**src/rtl/cdec8_res_monitor_pkg.sv**
```systemverilog
// Shared constants for the CDEC8 resource monitor.
// Holds the frame header byte, the default resource count, the UART
// character length and the monitor FSM state encoding.
package cdec8_res_monitor_pkg;

  localparam logic [7:0] MON_FRAME_HDR = 8'hA5;
  localparam int         MON_NUM_RES   = 16;
  // start bit + 8 data bits + stop bit
  localparam int         MON_UART_BITS = 10;

  typedef enum logic [1:0] {
    ST_IDLE     = 2'd0,
    ST_SCAN_SET = 2'd1,
    ST_SCAN_CAP = 2'd2,
    ST_TX_BYTE  = 2'd3
  } mon_state_t;

endpackage

```
**src/rtl/cdec8_res_monitor_uart_tx8.sv**
```systemverilog
// uart_tx8: 8N1 serial transmitter, LSB first, idle high.
// Ports:
//   clock, reset   system clock, synchronous active-high reset
//   start          load data and begin a character (accepted when idle or in the done cycle)
//   data[7:0]      character to send, sampled on an accepted start
//   busy           character in progress
//   done           one-cycle pulse in the last cycle of the stop bit
//   txd            serial output
module uart_tx8
  import cdec8_res_monitor_pkg::*;
#(
  parameter int CLKS_PER_BIT = 434
) (
  input  logic       clock,
  input  logic       reset,
  input  logic       start,
  input  logic [7:0] data,
  output logic       busy,
  output logic       done,
  output logic       txd
);

  localparam int CW = (CLKS_PER_BIT > 2) ? $clog2(CLKS_PER_BIT) : 1;
  localparam logic [CW-1:0] BAUD_LOAD = CW'(CLKS_PER_BIT - 1);
  localparam logic [3:0]    BITS_LOAD = 4'(MON_UART_BITS - 1);

  logic          busy_q;
  logic [9:0]    frame_q;
  logic [CW-1:0] baud_cnt_q;
  logic [3:0]    bits_left_q;
  logic          baud_tc;
  logic          load;

  assign baud_tc = (baud_cnt_q == '0);
  assign done    = busy_q && baud_tc && (bits_left_q == 4'd0);
  // A start in the done cycle chains the next character with no idle gap.
  assign load    = start && (!busy_q || done);
  assign busy    = busy_q;
  assign txd     = frame_q[0];

  always_ff @(posedge clock) begin
    if (reset) begin
      busy_q      <= 1'b0;
      frame_q     <= '1;
      baud_cnt_q  <= '0;
      bits_left_q <= 4'd0;
    end else if (load) begin
      busy_q      <= 1'b1;
      frame_q     <= {1'b1, data, 1'b0};
      baud_cnt_q  <= BAUD_LOAD;
      bits_left_q <= BITS_LOAD;
    end else if (busy_q) begin
      if (baud_tc) begin
        baud_cnt_q <= BAUD_LOAD;
        if (bits_left_q == 4'd0) begin
          busy_q <= 1'b0;
        end else begin
          bits_left_q <= bits_left_q - 4'd1;
          // Shift in ones so the line rests high once the stop bit is out.
          frame_q     <= {1'b1, frame_q[9:1]};
        end
      end else begin
        baud_cnt_q <= baud_cnt_q - 1'b1;
      end
    end
  end

endmodule

```
**src/rtl/cdec8_res_monitor.sv**
```systemverilog
// cdec8_res_monitor: scans the CDEC8 observation bus and ships a snapshot
// to the PC debug monitor as one framed, checksummed UART packet.
// Ports:
//   clock, reset   system clock, synchronous active-high reset
//   resad          resource address driven to the data path
//   resdt          resource data returned for resad
//   snap_req       one-cycle request to take a snapshot
//   busy           snapshot/frame in progress
//   frame_done     one-cycle pulse after the final stop bit
//   txd            UART serial output
//
// state       | meaning
// ------------+---------------------------------------------------------
// ST_IDLE     | waiting for snap_req or auto trigger
// ST_SCAN_SET | drive resad <= idx
// ST_SCAN_CAP | capture resdt into snap_buf[idx], accumulate checksum
// ST_TX_BYTE  | send header, snap_buf[0..NUM_RES-1], checksum
module cdec8_res_monitor
  import cdec8_res_monitor_pkg::*;
#(
  parameter int CLKS_PER_BIT = 434,
  parameter int NUM_RES      = MON_NUM_RES,
  parameter int AUTO_PERIOD  = 0
) (
  input  logic       clock,
  input  logic       reset,
  output logic [7:0] resad,
  input  logic [7:0] resdt,
  input  logic       snap_req,
  output logic       busy,
  output logic       frame_done,
  output logic       txd
);

  localparam int IW = $clog2(NUM_RES) + 1;
  localparam int AW = $clog2(NUM_RES);
  localparam int TW = $clog2(NUM_RES + 2);
  localparam logic [IW-1:0] LAST_IDX  = IW'(NUM_RES - 1);
  localparam logic [TW-1:0] LAST_BYTE = TW'(NUM_RES + 1);

  mon_state_t    state_q, state_d;
  logic [IW-1:0] idx_q;
  logic [TW-1:0] tx_cnt_q;
  logic [7:0]    chk_q;
  logic [7:0]    resad_q;
  logic          frame_done_q;
  logic [31:0]   auto_cnt_q;
  logic [7:0]    snap_buf [NUM_RES];

  logic          accept;
  logic          auto_fire;
  logic          tx_start;
  logic [7:0]    tx_data;
  logic [TW-1:0] byte_sel;
  logic [AW-1:0] rd_addr;
  logic          uart_busy;
  logic          uart_done;

  assign auto_fire  = (auto_cnt_q == 32'd1);
  // A request landing in the frame_done cycle is dropped on purpose.
  assign accept     = (state_q == ST_IDLE) && !frame_done_q && (snap_req || auto_fire);
  assign busy       = (state_q != ST_IDLE);
  assign frame_done = frame_done_q;
  assign resad      = resad_q;

  always_ff @(posedge clock) begin
    if (reset) begin
      state_q <= ST_IDLE;
    end else begin
      state_q <= state_d;
    end
  end

  always_comb begin
    state_d  = state_q;
    tx_start = 1'b0;
    unique case (state_q)
      ST_IDLE: begin
        if (accept) state_d = ST_SCAN_SET;
      end
      ST_SCAN_SET: begin
        state_d = ST_SCAN_CAP;
      end
      ST_SCAN_CAP: begin
        if (idx_q == LAST_IDX) begin
          state_d  = ST_TX_BYTE;
          tx_start = 1'b1;
        end else begin
          state_d = ST_SCAN_SET;
        end
      end
      ST_TX_BYTE: begin
        if (uart_done) begin
          if (tx_cnt_q == LAST_BYTE) state_d = ST_IDLE;
          else                       tx_start = 1'b1;
        end
      end
      default: state_d = ST_IDLE;
    endcase
  end

  // Byte 0 is the header, 1..NUM_RES the buffer, NUM_RES+1 the checksum.
  // The header is launched from the last capture cycle, so select 0 there.
  always_comb begin
    byte_sel = (state_q == ST_SCAN_CAP) ? '0 : tx_cnt_q + 1'b1;
    rd_addr  = AW'(byte_sel - 1'b1);
    if (byte_sel == '0)            tx_data = MON_FRAME_HDR;
    else if (byte_sel == LAST_BYTE) tx_data = chk_q;
    else                           tx_data = snap_buf[rd_addr];
  end

  always_ff @(posedge clock) begin
    if (reset) begin
      idx_q        <= '0;
      tx_cnt_q     <= '0;
      chk_q        <= 8'h00;
      resad_q      <= 8'h00;
      frame_done_q <= 1'b0;
      auto_cnt_q   <= 32'd0;
    end else begin
      frame_done_q <= (state_q == ST_TX_BYTE) && uart_done && (tx_cnt_q == LAST_BYTE);
      case (state_q)
        ST_IDLE: begin
          if (accept) begin
            idx_q      <= '0;
            chk_q      <= 8'h00;
            auto_cnt_q <= 32'd0;
          end else if (!frame_done_q && (auto_cnt_q != 32'd0)) begin
            auto_cnt_q <= auto_cnt_q - 32'd1;
          end
        end
        ST_SCAN_SET: begin
          resad_q <= 8'(idx_q);
        end
        ST_SCAN_CAP: begin
          chk_q <= chk_q + resdt;
          if (idx_q == LAST_IDX) tx_cnt_q <= '0;
          else                   idx_q    <= idx_q + 1'b1;
        end
        ST_TX_BYTE: begin
          if (uart_done) begin
            if (tx_cnt_q == LAST_BYTE) begin
              resad_q <= 8'h00;
              if (AUTO_PERIOD != 0) auto_cnt_q <= 32'(AUTO_PERIOD);
            end else begin
              tx_cnt_q <= tx_cnt_q + 1'b1;
            end
          end
        end
        default: ;
      endcase
    end
  end

  always_ff @(posedge clock) begin
    if (state_q == ST_SCAN_CAP) snap_buf[idx_q[AW-1:0]] <= resdt;
  end

  uart_tx8 #(
    .CLKS_PER_BIT(CLKS_PER_BIT)
  ) u_uart_tx8 (
    .clock (clock),
    .reset (reset),
    .start (tx_start),
    .data  (tx_data),
    .busy  (uart_busy),
    .done  (uart_done),
    .txd   (txd)
  );

endmodule

```
**config.mk**
```make
export PLATFORM = sky130hd
export DESIGN_NAME = cdec8_res_monitor
export DESIGN_NICKNAME = d
export VERILOG_FILES = /design/src/rtl/cdec8_res_monitor_pkg.sv /design/src/rtl/cdec8_res_monitor_uart_tx8.sv /design/src/rtl/cdec8_res_monitor.sv
export SDC_FILE = /design/constraint.sdc
export NUM_CORES = 1
export LEC_CHECK = 0
export ABC_CLOCK_PERIOD_IN_PS = 5650
export CORE_MARGIN = 3
export CORE_UTILIZATION = 61
export DETAILED_ROUTE_END_ITERATION = 8
export HOLD_SLACK_MARGIN = 0.06
export MAX_ROUTING_LAYER = met4
export PLACE_DENSITY = 0.84
export SYNTH_ARGS = -nofsm -noshare
export SYNTH_HDL_FRONTEND = slang
export SYNTH_SLANG_ARGS = --single-unit
```
**constraint.sdc**
```tcl
create_clock -name clock -period 5.65 [get_ports clock]
set_clock_uncertainty 0.1 [all_clocks]
set_input_delay 1.13 -clock clock [delete_from_list [all_inputs] [get_ports clock]]
set_output_delay 1.13 -clock clock [all_outputs]
set_load 0.005 [all_outputs]
```
After elaboration in Yosys (flattened, before gate mapping)
Memory sizes are Yosys's and may differ from the RTL's.
Index checks and enable logic that the tools add are counted.
Widths: inputs -> output; s select.

word-level totals
  bits in registers = 84
  bits in writable memories = 128
  output and inout bits = 11
  memories kept = 1

cells by class
  $add $sub $neg = 7
  eq/ne operators = 14
  multiplexer cells = 43
  bitwise operators = 1
  reductions and logical operators = 33

memory list
  memory    words  bits a word  read ports  clocked after memory_dff  write ports  line                     RTL
  snap_buf  16     8            1           0                         1            cdec8_res_monitor.sv:48  logic [7:0] snap_buf [NUM_RES];

operators with widths
  cell                   count
  $mux 32                2
  $mux 9                 7
  $mux 8                 5
  $eq 32x1->1 const B    1
  $pmux 8 s2             2
  $reduce_bool 32->1     1
  $sub 32x1->32 const B  1
  $mux 5                 6
  $pmux 5 s2             2
  $mux 4                 4
  $reduce_and 3->1       5
  $reduce_bool 2->1      7
  $add 5x1->5 const B    2
  $eq 5x5->1 const B     2
  $ne 2x2->1 const B     5
  $logic_not 9->1        1
  $mux 1                 9
  $sub 9x1->9 const B    1
  $add 8x8->8            1
  $logic_and 1x1->1      8
  $mux 2                 4
  $pmux 2 s4             1
  $sub 4x1->4 const B    2
  $eq 5x4->1 const B     1
  other kinds (13)       18

Logic depth before layout (Yosys ltp)
Gate-level depths: netlist of the first run.

  depth after elaboration = 8
  mapped depth = 12
  gate-level depth less buffers = 10

Hierarchy
Synthesis of the first run repeated with hierarchy kept, for this count alone.

unflattened totals
  cell total of the unflattened synthesis = 818
  area, all modules = 9765.6 um^2

modules (own cells, without submodules)
  module             instances  cells each  area each (um^2)  seq. area each (um^2)
  cdec8_res_monitor  1          687         8593.2            5004.8
  uart_tx8           1          131         1172.4            460.4

Least setup slack after synthesis of the first run
OpenSTA, ideal clock, no wires.

  path kind = flip-flop to flip-flop
  start = reg tx_cnt_q[1]
  end = reg u_uart_tx8.frame_q[6]
  setup time = 0.136 ns
  arrival = 2.719 ns
  required time = 5.414 ns
  slack = 2.695 ns
  cell stages (with the launch flop) = 11
  path buffers = 2
  period minus slack after synthesis = 2.955 ns
  path through = dfxtp_1 > inv_1 > ha_1 > nand2b_1 > ha_1 > clkbuf_1 > clkbuf_1 > mux4_2 > o21a_1 > a32oi_1 > o2111ai_1

between the ends
  word-level cells in the longest chain between the ends = 7
  elaborated cells on any way between the ends = 18
  those cells by class = add/sub (2); eq/ne (3); mux (7); reduce/logical (5); memory (1)

ends and longest elaborated chain
  element                                             line                                                        RTL
  start, declared                                     cdec8_res_monitor.sv:43                                     logic [TW-1:0] tx_cnt_q;
  start signal, assigned                              cdec8_res_monitor.sv:146                                    tx_cnt_q <= tx_cnt_q + 1'b1;
  $add 5x1->5 / $eq 5x5->1 (equally long branches)    cdec8_res_monitor.sv:105, cdec8_res_monitor.sv:94
  $mux 5 / $mux 1 (equally long branches)             cdec8_res_monitor.sv:105, cdec8_res_monitor.sv:94
  $sub 4x1->4 / $mux 1 (equally long branches)        cdec8_res_monitor.sv:106, cdec8_res_monitor.sv:93
  $mem_v2 16x8 / $pmux 1 s2 (equally long branches)   n/a
  $mux 8 / $logic_and 1x1->1 (equally long branches)  cdec8_res_monitor.sv:108, cdec8_res_monitor_uart_tx8.sv:37
  $mux 8 (tied with other cells)                      cdec8_res_monitor.sv:107                                    if (byte_sel == '0) tx_data = MON_FRAME_HDR;
  $mux 9 / $reduce_and 3->1 (equally long branches)   n/a
  end signal, assigned                                cdec8_res_monitor_uart_tx8.sv:49                            frame_q <= {1'b1, data, 1'b0};
  end signal, assigned                                cdec8_res_monitor_uart_tx8.sv:60                            frame_q <= {1'b1, frame_q[9:1]};
  end, declared                                       cdec8_res_monitor_uart_tx8.sv:28                            logic [9:0] frame_q;

Several ways; a longest one is shown, not always the timed one.
A chain may end at the register's enable or synchronous reset.

Final worst setup path of the first run
  start = reg state_q[0]
  end = reg u_uart_tx8.frame_q[8]

between the ends
  word-level cells in the longest chain between the ends = 7
  elaborated cells on any way between the ends = 16
  those cells by class = add/sub (1); eq/ne (4); mux (5); reduce/logical (5); memory (1)

ends and longest elaborated chain
  element                 line                                               RTL
  start, declared         cdec8_res_monitor.sv:41                            mon_state_t state_q, state_d;
  start signal, assigned  cdec8_res_monitor.sv:70                            state_q <= state_d;
  $eq 2x2->1              cdec8_res_monitor.sv:77, cdec8_res_monitor.sv:105
  $mux 5                  cdec8_res_monitor.sv:105                           byte_sel = (state_q == ST_SCAN_CAP) ? '0 : tx_cnt_q + 1'b1;
  $sub 4x1->4             cdec8_res_monitor.sv:106                           rd_addr = AW'(byte_sel - 1'b1);
  $mem_v2 16x8            n/a
  $mux 8                  cdec8_res_monitor.sv:108                           else if (byte_sel == LAST_BYTE) tx_data = chk_q;
  $mux 8                  cdec8_res_monitor.sv:107
  $mux 9                  cdec8_res_monitor_uart_tx8.sv:47                   end else if (load) begin

Several ways; a longest one is shown, not always the timed one.

==> flow_summary_export.csv, run 1 <==
group,metric,value,unit
clock_network,clk_latency,0.50,ns
detailed_routing,vias,7199,
synthesis,synth.ff_latch_count,209,
synthesis,synth_edf_count,128,
setup_path,path_max_fanout,21,
floorplanning,core_area,0.0155,mm²
timing,final_hold_viol_count,0,
power,p_int,0.00298,W
detailed_routing,dr.pass1.iters,6,
synthesis,ys_async_sr_fraction,0,
global_routing,grt_pass1_vias,6953,
clock_network,clkSlewWorstSetupHoldPaths,0.06,ns
synthesis,synth_top_cell_area_share,0.391,
timing,rsz0062_at_grt,"false",
floorplanning,die_height,133,µm
clock_network,cts_buffers,22,
floorplanning,ios,22,
synthesis,synthTopCellsByArea,"edfxtp_1 39%, dfxtp_1 16%, mux2i_1 4.1%",
global_routing,grtUsageTotal,0.263,
timing,timing.fmax,0.232,GHz
power,power_density,382,mW/mm²
floorplanning,dieArea,0.0177,mm²
cells_and_area,nNetsFinal,910,
timing,setup_tns,0,ns
floorplanning,dieWidth,133,µm
placement,dpl.cell_count,1063,
synthesis,synth_compound_area_frac,0.105,
timing,relSlewSlack,0.155,
global_routing,grt_max_degree,34,
synthesis,netlist_area,0.00983,mm²
setup_path,reg2reg_slack,1.33,ns
run,max-cap-violations,0,
detailed_routing,via_per_inst,6.53,
synthesis,yosysSeqAreaShare,0.556,
clock_network,h-tree-depth,1,
outcome,outcome,"complete, no violations",
clock_network,cts.repair.resized,0,
detailed_routing,initialDrtViolationCount,772,
cells_and_area,instances_no_fill,1103,
synthesis,synth_flop_cell,"edfxtp_1",
clock_network,cts_num_sinks,209,
global_routing,grt_overflow,0,
clock_network,cts_hold_buf,0,
synthesis,syn_inst,864,
floorplanning,rows,45,
timing,slew_violations,0,
setup_path,path_class,"flop to flop",
synthesis,yosysTopAreaCell,"edfxtp_1",
placement,dp_hpwl,15.0,mm
synthesis,avgSynthCellArea,11.4,µm²
cells_and_area,layout-drive-gt1-share,0.0919,
min_path,worstHoldPathType,"flop to flop",
setup_path,crit_required,5.93,ns
setup_path,worst_ep_arrival_time,4.59,ns
synthesis,yosysWarnings,0,
cells_and_area,num_antenna_cells,0,
floorplanning,initial_core_util,0.635,
timing,tightest_slew,1.26,ns
detailed_routing,drt.antenna.violating_nets,0,
power,p_leak,3.88,nW
placement,place.gp.congestion,0.925,
cells_and_area,utilization,0.707,
clock_network,cts_root_buf,"clkbuf_16",
placement,port_buffers,18,
timing,period_minus_slack,4.32,ns
synthesis,yosys.area_share.simple,0.164,
synthesis,synth_xor_area_frac,0.0437,
cells_and_area,area_delta_synth_final,11.3,%
power,p_seq_frac,0.422,
clock_network,cts_tree,"done",
synthesis,synth.distinct_cells,73,
detailed_routing,wirelength,22.9,mm
clock_network,cts_setup_buffers,0,
global_routing,grt_pass1_wl,36.2,mm
timing,fin_hold_ws,0.369,ns
synthesis,synthMuxAreaShare,0.0751,
timing,post-route-period-util,0.764,
detailed_routing,avgRoutedWirePerCell,20.8,µm
timing,setup_viol,0,
synthesis,synth_top_family_by_area,"simple AND/OR/NAND/NOR gates",
power,power.switching,0.00119,W
power,switching_share,0.286,
power,p_clk_frac,0.354,
power,vdd_drop_max,0.000359,V
setup_path,crit_path_end_kind,"flop",
global_routing,grt_antenna_before_repair,0,
power,p_comb_frac,0.223,
clock_network,clockBufferDepth,3,
synthesis,synthAdderAreaFrac,0.0300,
setup_path,startpoint_type,"flop",
detailed_routing,drc,0,
==> per-layer routing <==
| layer | wire, µm | track usage | vias up |
|---|---|---|---|
| met4 | 851 | 0.0930 | 0 |
| li1 | - | - | 3265 |
| met5 | 0 | - | - |
| met1 | 9240 | 0.342 | 3463 |
| met3 | 2100 | 0.0498 | 81 |
| met2 | 10700 | 0.418 | 390 |
==> final timing paths <==
check                      start                     to  cells after the start
setup / recovery      state_q[0]  u_uart_tx8.frame_q[8]                      9
hold / removal    auto_cnt_q[22]         auto_cnt_q[22]                      2
setup reg to reg      state_q[0]  u_uart_tx8.frame_q[8]                      9
hold reg to reg   auto_cnt_q[22]         auto_cnt_q[22]                      2
==> power by group through the flow <==
stage	sequential [W]	combinational, W	clock [W]
floorplan	0.00178	0.000770	0
global placement	0.00179	0.000899	0
detailed placement	0.00179	0.000915	0
CTS	0.00176	0.000934	0.00149
global route	0.00177	0.00104	0.00155
finish	0.00176	0.000933	0.00148
==> cell usage in the layout (no fill, tap or decap), drive strengths merged, types with 6 or more instances in the layout <==
master	n
a22oi	9
or3	10
nand3	27
xor2	25
or4	13
a21oi	34
edfxtp	128
o22ai	8
inv	18
o21ai	23
nand4	9
xnor2	24
nor2	90
mux4	14
nand3b	8
nor3	35
nand2	64
mux2i	40
and3	15
o21a	6
a22o	10
nor4	8
a211oi	10
a31oi	6
buf	12
clkinv	9
clkbuf	25
and2	8
dfxtp	81
a32oi	6
ha	22
clkdlybuf4s50	18
==> area by class of cell <==
cell class              count  area (µm²)
clock buffers              25         593
clock inverters            15         156
fillers                  1014        4540
inverters                  17        63.8
multi-input cells         596        4130
flip-flops and latches    209        5470
well taps                 211         264
repair buffers             30         270
==> synth_stat cells, types with 5 or more instances <==
cell and number:
and2_1 6, buf_2 8, and3_1 15, xnor2_1 24, mux2i_1 40, o22ai_1 8
nand4_1 9, clkbuf_1 29, or3_1 10, or4_1 10, o21a_1 6, edfxtp_1 128
nand2b_1 5, a211oi_1 10, nor2_1 89, nor4_1 6, ha_1 22, a22oi_1 9
a21o_1 5, a22o_1 10, mux4_2 14, nor3_1 34, a31oi_1 6, nand2_1 64
a21oi_1 34, a32oi_1 6, inv_1 16, o21ai_0 22, xor2_1 25, nand3b_1 8
nand3_1 27, dfxtp_1 81
==> state kept, by name (all words and copies together) (netlist names) <==
signal,count
resad,5
idx_q,5
tx_cnt_q,5
u_uart_tx8.frame_q,9
u_uart_tx8.busy,1
chk_q,8
u_uart_tx8.baud_cnt_q,9
snap_buf,128
frame_done,1
auto_cnt_q,32
state_q,2
u_uart_tx8.bits_left_q,4
==> worst max-delay path, cell delays in order (launching register included) <==
cell and delay, ns:
dfxtp_1 0.52, nand2b_1 0.50, nand2b_1 0.27, ha_1 0.73, nor3_1 1.15, nand3_1 0.35
o22ai_1 0.30, nor3_1 0.08, nand3_1 0.09, a31oi_1 0.09
==> per-stage QoR <==
step	power, W	instance area, µm²	setup slack [ns]
2_1_floorplan	0.00255	9840	2.69
3_5_place_dp	0.00271	10200	1.54
5_1_grt	0.00436	10900	1.19
3_3_place_gp	0.00269	10200	1.75
6_report	0.00418	10900	1.33
4_1_cts	0.00418	10900	1.54
==> cell families (layout without fill, tap and decap cells) <==
group / count (synthesis) / in the layout
AOI/OAI and AO/OA: 150 / 150
adders and majority gates: 23 / 23
DFF: 209 / 209
muxes: 56 / 56
xor gates and xnor gates: 49 / 49
and+or+nand+nor: 315 / 315
other: 1 / 3
buffers and inverters: 61 / 87
Power figures use the tool's default switching activity.
==> run 2, diff against run 1 <==
--- a/config.mk
+++ b/config.mk
@@ -5,7 +5,7 @@
 export SDC_FILE = /design/constraint.sdc
 export NUM_CORES = 1
 export LEC_CHECK = 0
-export ABC_CLOCK_PERIOD_IN_PS = 5650
+export ABC_CLOCK_PERIOD_IN_PS = 4100
 export CORE_MARGIN = 3
 export CORE_UTILIZATION = 61
 export DETAILED_ROUTE_END_ITERATION = 8
==> constraint.sdc (replaced) <==
create_clock -name clock -period 4.1 [get_ports clock]
set_clock_uncertainty 0.1 [all_clocks]
set_input_delay 0.82 -clock clock [delete_from_list [all_inputs] [get_ports clock]]
set_output_delay 0.82 -clock clock [all_outputs]
set_load 0.005 [all_outputs]
==> run 2 against run 1 <==
Clock-buffer cell count grew 4. Worst setup slack lost 0.87 ns. Worst hold slack improved by 0.0098 ns. Non-clock buffer count increased by 11. Critical path type unchanged. Register-to-register slack worse by 0.87 ns. Die area unchanged.
==> flow_summary_export.csv, run 2 (synthesis results as in run 1) <==
group,metric,value,unit
global_routing,grt_overflow,0,
setup_path,startpoint_type,"flop",
placement,port_buffers,18,
clock_network,cts_buffers,22,
power,p_leak,3.90,nW
setup_path,crit_required,4.44,ns
detailed_routing,via_per_inst,6.38,
clock_network,cts_num_sinks,209,
detailed_routing,wirelength,22.8,mm
outcome,outcome,"complete, no violations",
clock_network,clkSlewWorstSetupHoldPaths,0.06,ns
detailed_routing,vias,7110,
setup_path,worst_ep_arrival_time,3.98,ns
timing,post-route-period-util,0.888,
timing,tightest_slew,1.04,ns
placement,dpl.cell_count,1074,
timing,setup_tns,0,ns
global_routing,grt_pass1_vias,6884,
power,vdd_drop_max,0.000495,V
floorplanning,dieArea,0.0177,mm²
clock_network,cts_tree,"done",
floorplanning,die_height,133,µm
detailed_routing,drc,0,
setup_path,path_class,"flop to flop",
global_routing,grtUsageTotal,0.267,
floorplanning,ios,22,
cells_and_area,final_cell_mix,"128 x edfxtp_1, 89 x nor2_1, 81 x dfxtp_1",
clock_network,cts_hold_buf,0,
placement,dp_hpwl,15.3,mm
cells_and_area,num_antenna_cells,0,
power,power_density,512,mW/mm²
detailed_routing,drt.antenna.violating_nets,0,
cells_and_area,layout-drive-gt1-share,0.0997,
timing,final_hold_viol_count,0,
run,max-cap-violations,0,
setup_path,path_max_fanout,19,
min_path,worstHoldPathType,"flop to flop",
placement,place.gp.congestion,1.02,
global_routing,grt_pass1_wl,36.7,mm
floorplanning,core_area,0.0155,mm²
global_routing,grt_antenna_before_repair,0,
timing,slew_violations,0,
cells_and_area,final_common_cell,"edfxtp_1",
cells_and_area,nNetsFinal,921,
global_routing,grt_max_degree,38,
clock_network,h-tree-depth,1,
floorplanning,rows,45,
floorplanning,dieWidth,133,µm
detailed_routing,avgRoutedWirePerCell,20.4,µm
clock_network,cts_root_buf,"clkbuf_16",
detailed_routing,dr.pass1.iters,7,
timing,relSlewSlack,0.306,
cells_and_area,largest_reg_flops,128,
cells_and_area,area_delta_synth_final,11.5,%
timing,timing.fmax,0.275,GHz
detailed_routing,initialDrtViolationCount,847,
clock_network,clk_latency,0.50,ns
clock_network,clockBufferDepth,3,
timing,period_minus_slack,3.64,ns
cells_and_area,instances_no_fill,1114,
timing,setup_viol,0,
timing,fin_hold_ws,0.378,ns
timing,rsz0062_at_grt,"false",
floorplanning,initial_core_util,0.635,
setup_path,crit_path_end_kind,"flop",
-- run 2: cell types whose count changed in the layout (fill, tap and decap cells not counted), moves of 2 or more --
cell,previous run,this run
clkinv_2,3,5
clkbuf_1,1,6
bufinv_16,3,1
buf_4,12,23
-- run 2: timing repair --
item / 4_1_cts / 5_1_grt
buffers inserted: 0 / 0
endpoints found under the hold margin: 0 / 0
setup endpoints to repair: 0 / 4
gates resized for setup: 0 / 2
-- run 2: area by class of cell --
type | instances | area (µm²)
flip-flops and latches | 209 | 5470
repair buffers | 41 | 353
fillers | 1055 | 4530
well taps | 211 | 264
clock buffers | 29 | 598
multi-input cells | 596 | 4130
clock inverters | 11 | 78.8
inverters | 17 | 67.6
-- run 2: stage by stage --
| step | cell area (µm²) | setup WS (ns) | total power, W | utilization |
|---|---|---|---|---|
| final | 11000 | 0.461 | 0.00561 | 0.707 |
| after global routing | 11000 | 0.228 | 0.00588 | 0.707 |
| after CTS | 10900 | 0.364 | 0.00562 | 0.707 |
| after detailed placement | 10300 | 0.377 | 0.00375 | 0.663 |
| after global placement | 10300 | 0.562 | 0.00371 | 0.663 |
| after floorplan | 9840 | 1.14 | 0.00351 | - |
-- run 2: critical path, cell delays in order, from the launching register on --
cell	delay [ns]
dfxtp_1	0.40
nand2b_2	0.37
nand2b_1	0.35
ha_1	0.82
xnor2_1	0.21
buf_4	0.26
mux4_2	0.56
nor3_1	0.22
o22a_1	0.17
a211o_1	0.10
-- run 2: power breakdown --
group / leakage (nW) / total, W / internal (W) / switching, W
Combinational: 1.76 / 0.00130 / 0.000554 / 0.000748
Clock: 0.335 / 0.00188 / 0.00109 / 0.000791
Sequential: 1.81 / 0.00243 / 0.00234 / 0.0000945
Total: 3.90 / 0.00561 / 0.00398 / 0.00163
-- run 2: metal layers --
layer,part of all wire,up-vias,track usage
met2,0.47,359,0.413
li1,-,3283,-
met1,0.41,3398,0.368
met3,0.083,70,0.0422
met5,0,-,-
met4,0.032,0,0.0791
-- run 2: path summary, 6_finish.rpt --
kind / cells after the start / slack (ns) / startpoint / to
min reg2reg: 2 / 0.38 / auto_cnt_q[1] / auto_cnt_q[1]
max: 9 / 0.46 / state_q[0] / u_uart_tx8.frame_q[3]
max reg2reg: 9 / 0.46 / state_q[0] / u_uart_tx8.frame_q[3]
min: 2 / 0.38 / auto_cnt_q[1] / auto_cnt_q[1]
